**src/rtl/instr_fetch.sv**
```systemverilog
// RV32I instruction fetch: PC, credit-limited in-order imem requests, {instr, pc} FIFO toward decode.
// Optional build macro FETCH_ALIGN_CHECK_EN: misaligned redirects raise fetch_fault and halt fetching.
module instr_fetch #(
  parameter logic [31:0] RESET_PC = 32'h0000_0000,
  parameter int          DEPTH    = 2
) (
  input  logic        clk,
  input  logic        rst,
  input  logic        redirect_valid,
  input  logic [31:0] redirect_pc,
  output logic        imem_req_valid,
  input  logic        imem_req_ready,
  output logic [31:0] imem_req_addr,
  input  logic        imem_rsp_valid,
  input  logic [31:0] imem_rsp_data,
  output logic        out_valid,
  input  logic        out_ready,
  output logic [31:0] out_instr,
  output logic [31:0] out_pc,
  output logic        fetch_fault
);

  localparam int AW = $clog2(DEPTH);
  localparam int CW = AW + 1;
  localparam int UW = CW + 2;

  logic [31:0]   r_pc;
  logic [31:0]   r_fifo_instr [DEPTH];
  logic [31:0]   r_fifo_pc    [DEPTH];
  logic [31:0]   r_pcq        [DEPTH];
  logic [AW-1:0] r_fifo_wr;
  logic [AW-1:0] r_fifo_rd;
  logic [AW-1:0] r_pcq_wr;
  logic [AW-1:0] r_pcq_rd;
  logic [CW-1:0] r_fifo_cnt;
  logic [CW-1:0] r_inflight;
  logic [CW-1:0] r_drop;
  logic          r_halted;

  logic          w_pop;
  logic [UW-1:0] w_used;
  logic          w_req_fire;
  logic          w_push;
  logic          w_rsp_drop;
  logic          w_misalign;
  logic [31:0]   w_redirect_pc;

  assign w_redirect_pc = redirect_pc & ~32'h0000_0003;

`ifdef FETCH_ALIGN_CHECK_EN
  assign w_misalign = (redirect_pc[1:0] != 2'b00);
`else
  assign w_misalign = 1'b0;
`endif

  // A head leaving this cycle frees its slot for a new request, which is what
  // sustains one instruction per cycle with a 1-cycle memory at DEPTH=2.
  assign w_pop  = (r_fifo_cnt != '0) && out_ready;
  assign w_used = UW'(r_inflight) + UW'(r_fifo_cnt) + UW'(r_drop) - UW'(w_pop);

  assign imem_req_valid = !rst && !redirect_valid && !r_halted && (w_used < UW'(DEPTH));
  assign imem_req_addr  = r_pc;
  assign w_req_fire     = imem_req_valid && imem_req_ready;

  assign w_rsp_drop = imem_rsp_valid && (r_drop != '0);
  assign w_push     = imem_rsp_valid && (r_drop == '0) && !redirect_valid;

  assign out_valid   = (r_fifo_cnt != '0);
  assign out_instr   = out_valid ? r_fifo_instr[r_fifo_rd] : '0;
  assign out_pc      = out_valid ? r_fifo_pc[r_fifo_rd]    : '0;
  assign fetch_fault = r_halted;

  // NOTE: storage arrays carry no reset; the pointers and counts that qualify them do.
  always_ff @(posedge clk) begin
    if (w_req_fire) begin
      r_pcq[r_pcq_wr] <= r_pc;
    end
    if (w_push) begin
      r_fifo_instr[r_fifo_wr] <= imem_rsp_data;
      r_fifo_pc[r_fifo_wr]    <= r_pcq[r_pcq_rd];
    end
  end

  // NOTE: all state updates are non-blocking so every term above sees pre-edge values.
  always_ff @(posedge clk or posedge rst) begin
    if (rst) begin
      r_pc       <= RESET_PC;
      r_fifo_wr  <= '0;
      r_fifo_rd  <= '0;
      r_pcq_wr   <= '0;
      r_pcq_rd   <= '0;
      r_fifo_cnt <= '0;
      r_inflight <= '0;
      r_drop     <= '0;
      r_halted   <= 1'b0;
    end else if (redirect_valid) begin
      // Everything outstanding now, including a response landing this cycle, is stale.
      r_pc       <= w_redirect_pc;
      r_fifo_wr  <= '0;
      r_fifo_rd  <= '0;
      r_pcq_wr   <= '0;
      r_pcq_rd   <= '0;
      r_fifo_cnt <= '0;
      r_inflight <= '0;
      r_drop     <= r_drop + r_inflight - CW'(imem_rsp_valid);
      r_halted   <= w_misalign;
    end else begin
      if (w_req_fire) begin
        r_pc     <= r_pc + 32'd4;
        r_pcq_wr <= r_pcq_wr + AW'(1);
      end
      if (w_rsp_drop) begin
        r_drop <= r_drop - CW'(1);
      end
      if (w_push) begin
        r_fifo_wr <= r_fifo_wr + AW'(1);
        r_pcq_rd  <= r_pcq_rd + AW'(1);
      end
      if (w_pop) begin
        r_fifo_rd <= r_fifo_rd + AW'(1);
      end
      r_inflight <= r_inflight + CW'(w_req_fire) - CW'(w_push);
      r_fifo_cnt <= r_fifo_cnt + CW'(w_push) - CW'(w_pop);
    end
  end

endmodule

```
**config.mk**
```make
export PLATFORM = sky130hd
export DESIGN_NAME = instr_fetch
export DESIGN_NICKNAME = d
export VERILOG_FILES = /design/src/rtl/instr_fetch.sv
export SDC_FILE = /design/constraint.sdc
export NUM_CORES = 1
export LEC_CHECK = 0
export CORE_MARGIN = 5
export CORE_UTILIZATION = 27
export CTS_CLUSTER_DIAMETER = 60
export CTS_CLUSTER_SIZE = 8
export DETAILED_ROUTE_END_ITERATION = 16
export DONT_BUFFER_PORTS = 1
export HOLD_SLACK_MARGIN = 0.03
export PLACE_DENSITY = 0.47
export SYNTH_ARGS = -nofsm -noshare
export SYNTH_HDL_FRONTEND = slang
export SYNTH_SLANG_ARGS = --single-unit
```
**constraint.sdc**
```tcl
create_clock -name clk -period 4.2 [get_ports clk]
set_input_delay 0.84 -clock clk [delete_from_list [all_inputs] [get_ports clk]]
set_output_delay 0.84 -clock clk [all_outputs]
set_load 0.005 [all_outputs]
```
==> reports/summary.txt <==
outcome -> finished, final reports clean
CP Max Fanout -> 5
Die ar. -> 38,100 um^2
yosys warns -> 0
worst r2r src -> r_fifo_cnt[0]$_DFF_PP0_
Worst VDD drop -> 0.288 mV
H-Tree Depth -> 2
period utilization -> 93.0%
DR vias -> 5,021
Final setup viols -> 0
Placed Cells -> 1,071
vias in the first global route -> 5,295
Starting Density -> 27.5%
area grow syn2layout -> 17.6%
global route overflow -> 0
crit-path max cell delay -> 0.42 ns
EDFF count, synth -> 184
# Post-CTS Setup Buffers -> 0
Cell Area, Synth -> 9260 um^2
Hold WC Path Type -> in2async
CP arrival -> 3.07 ns
pre-CTS setup slack -> 0.250 ns
Fin Setup TNS -> 0 ns
max-capacitance violation count -> 0
worst-path cell chain -> nor2_4 > inv_1 > nand2_1 > inv_1 > nand2b_1 > nand2_1 > ha_1 > a21o_1 > ha_1 > fa_1 > xnor2_2 > and3_1
Clk Latency, worst-skew pair -> 0.49 ns
Yosys cell types -> 41
skew final -> 0.0165 ns
top_reg_cell synth -> edfxtp_1
initial antenna violation count -> 3
First-pass DRT Iterations -> 5
Die X -> 195 um
GRT Overall Usage -> 11.4%
post-synthesis sequential area ratio -> 70.5%
CTS max path bufs -> 3
Final Instance Count excl. Fillers -> 1,124
FF+latch count, synth -> 224
f_max -> 256 MHz
Die H -> 195 um
root buffer cell -> clkbuf_16
Crit. End Element -> output port
core footprint -> 33,700 um^2
vias per cell -> 4.47
final critical-path required period -> 3.91 ns
total length of routed wires -> 22.2 mm
Filler Cells Inserted -> 3,326
mean cell area of the mapped netlist -> 14.5 um^2
first-pass GRT wire length -> 33.2 mm
DRC errors left -> 0
startpoint types -> register
GP Congestion -> 0.750
TritonCTS Sinks -> 224
Slowest-stage cell, CP -> dfrtp_1
std cell rows -> 67
dpl hpwl -> 14.2 mm
Worst Setup Path Type -> reg2out
cells on worst reg2reg path -> 16
Lkg Pwr -> 0.00364 uW
r2r setup slk -> 0.43 ns
CTS tree -> yes
final worst slack -> 0.292 ns
Post-Syn Instances -> 639
Antenna Violating Nets Remaining -> 0
Slew Limit Fails -> 0
max_slew headroom -> 34.1%
Tightest Pin Transition -> 0.988 ns
1st-iter DRT viols -> 167
WL/cell -> 19.7 um
Boundary Pins -> 169
PwrDens -> 634 nW/um^2
CTS Hold Bufs -> 0
Port Buffers -> 0
Post-CTS Resized -> 0
clock-pin slew on the worst setup and hold paths -> 0.05 ns
share of cells above drive strength 1 -> 14.8%
Post-synth ARST share -> 17.9%
final-stage net count -> 743
Data required, critical path -> 3.36 ns
final count of hold timing violations -> 0
unrepaired setup endpoints after global routing -> no
R2R Path End -> imem_req_addr[30]$_DFFE_PP0P_
clock buffer count from CTS -> 35
largest net degree at the start of global routing -> 71
==> registers in the layout, indices dropped and copies added (netlist names) <==
name / flops
r_pcq_rd: 1
r_fifo_instr: 64
r_fifo_rd: 1
r_drop: 2
r_inflight: 2
imem_req_addr: 30
r_fifo_wr: 1
r_pcq: 60
r_pcq_wr: 1
r_fifo_cnt: 2
r_fifo_pc: 60
==> through the flow <==
stage / util [%] / power (uW) / cell area [um^2] / hold slack [ns]
2_1_floorplan: - / 3940 / 9270 / 0.500
6_report: 32.3 / 6900 / 10900 / 0.433
4_1_cts: 32.3 / 7040 / 10900 / 0.408
5_1_grt: 32.3 / 7320 / 10900 / 0.408
3_3_place_gp: 29.3 / 4400 / 9860 / 0.540
3_5_place_dp: 29.3 / 4440 / 9860 / 0.550
==> final cells by class <==
class | instances | area, um^2 | area share (%)
tap | 448 | 561 | 5.15
antenna | 1 | 2.50 | 0.0230
inverter | 21 | 80.1 | 0.736
timing repair buffer | 14 | 143 | 1.31
clock inverter | 5 | 47.5 | 0.437
clock buffer | 47 | 963 | 8.85
multi-input combinational | 364 | 2560 | 23.5
sequential | 224 | 6530 | 60.0
==> metal layers <==
| metal | wire [um] | up-vias | share of wire (%) | GRT usage (%) |
|---|---|---|---|---|
| met2 | 10500 | 147 | 47 | 18.7 |
| met5 | 7 | - | 0.032 | 0 |
| met4 | 571 | 2 | 2.6 | 3.83 |
| met3 | 1930 | 37 | 8.7 | 4.74 |
| met1 | 9150 | 2489 | 41 | 13.7 |
| li1 | - | 2346 | - | - |
==> logic make-up (layout without fill, tap and decap cells) <==
family / after synthesis / after routing / synth area share, %
AND/OR/NAND/NOR: 177 / 177 / 8.64
XOR/XNOR: 39 / 39 / 3.69
multiplexers: 95 / 95 / 10.7
AO/OA/AOI/OAI: 35 / 35 / 2.04
flip-flops: 224 / 224 / 70.5
other: 1 / 6 / 0.0405
adder cells (fa/ha/maj): 13 / 13 / 1.92
buffers and inverters: 55 / 87 / 2.46
==> worst max-delay path by stage <==
stage,start,endpoint,slack (ns),cells past startpoint
after floorplan,r_fifo_cnt[0]$_DFF_PP0_,r_pcq[0][10]$_DFFE_PP_,-0.35,13
after global placement,out_ready,imem_req_addr[30]$_DFFE_PP0P_,0.23,14
after detailed placement,out_ready,imem_req_addr[30]$_DFFE_PP0P_,0.25,14
after CTS,r_fifo_cnt[0]$_DFF_PP0_,imem_req_valid,0.18,12
after global routing,r_fifo_cnt[0]$_DFF_PP0_,imem_req_valid,0.07,12
final,r_fifo_cnt[0]$_DFF_PP0_,imem_req_valid,0.29,12
==> power breakdown <==
group          internal, uW  switching, uW
Combinational           584            825
Sequential             2700            261
Clock                  1640            892
Total                  4920           1980
==> critical path: cells and delay by family (launching register included) <==
kind	cells	cell delay, ns
AOI/OAI and AO/OA	1	0.18
xor gates and xnor gates	1	0.28
adders and majority gates	3	0.86
buffers and inverters	2	0.15
DFF	1	0.42
and+or+nand+nor	5	0.69
==> layout by cell type, fill, tap and decap left out, drive strengths merged, types with 2 or more instances in the layout <==
| master | n |
|---|---|
| a22oi | 2 |
| and3 | 2 |
| buf | 14 |
| clkbuf | 47 |
| clkinv | 4 |
| conb | 5 |
| dfrtp | 40 |
| edfxtp | 184 |
| fa | 2 |
| ha | 11 |
| inv | 20 |
| mux2 | 31 |
| mux2i | 64 |
| nand2 | 44 |
| nand2b | 2 |
| nand3 | 8 |
| nand4 | 6 |
| nor2 | 79 |
| nor2b | 3 |
| nor3 | 9 |
| nor4 | 13 |
| o21ai | 28 |
| or2 | 2 |
| or3 | 2 |
| or4 | 3 |
| xnor2 | 33 |
| xor2 | 6 |
==> synthesized netlist by cell type, types with 6 or more instances <==
cell | n | area share, %
edfxtp_1 | 184 | 60
nor2_1 | 79 | 3.2
mux2i_1 | 64 | 6.9
nand2_1 | 44 | 1.8
dfrtp_1 | 40 | 11
xnor2_1 | 33 | 3.1
mux2_2 | 31 | 3.8
o21ai_0 | 28 | 1.5
clkbuf_1 | 24 | 0.97
inv_1 | 20 | 0.81
nor4_1 | 13 | 0.88
ha_1 | 11 | 1.5
nor3_1 | 9 | 0.49
nand3_1 | 8 | 0.43
xor2_1 | 6 | 0.57
Power figures use the tool's default switching activity.
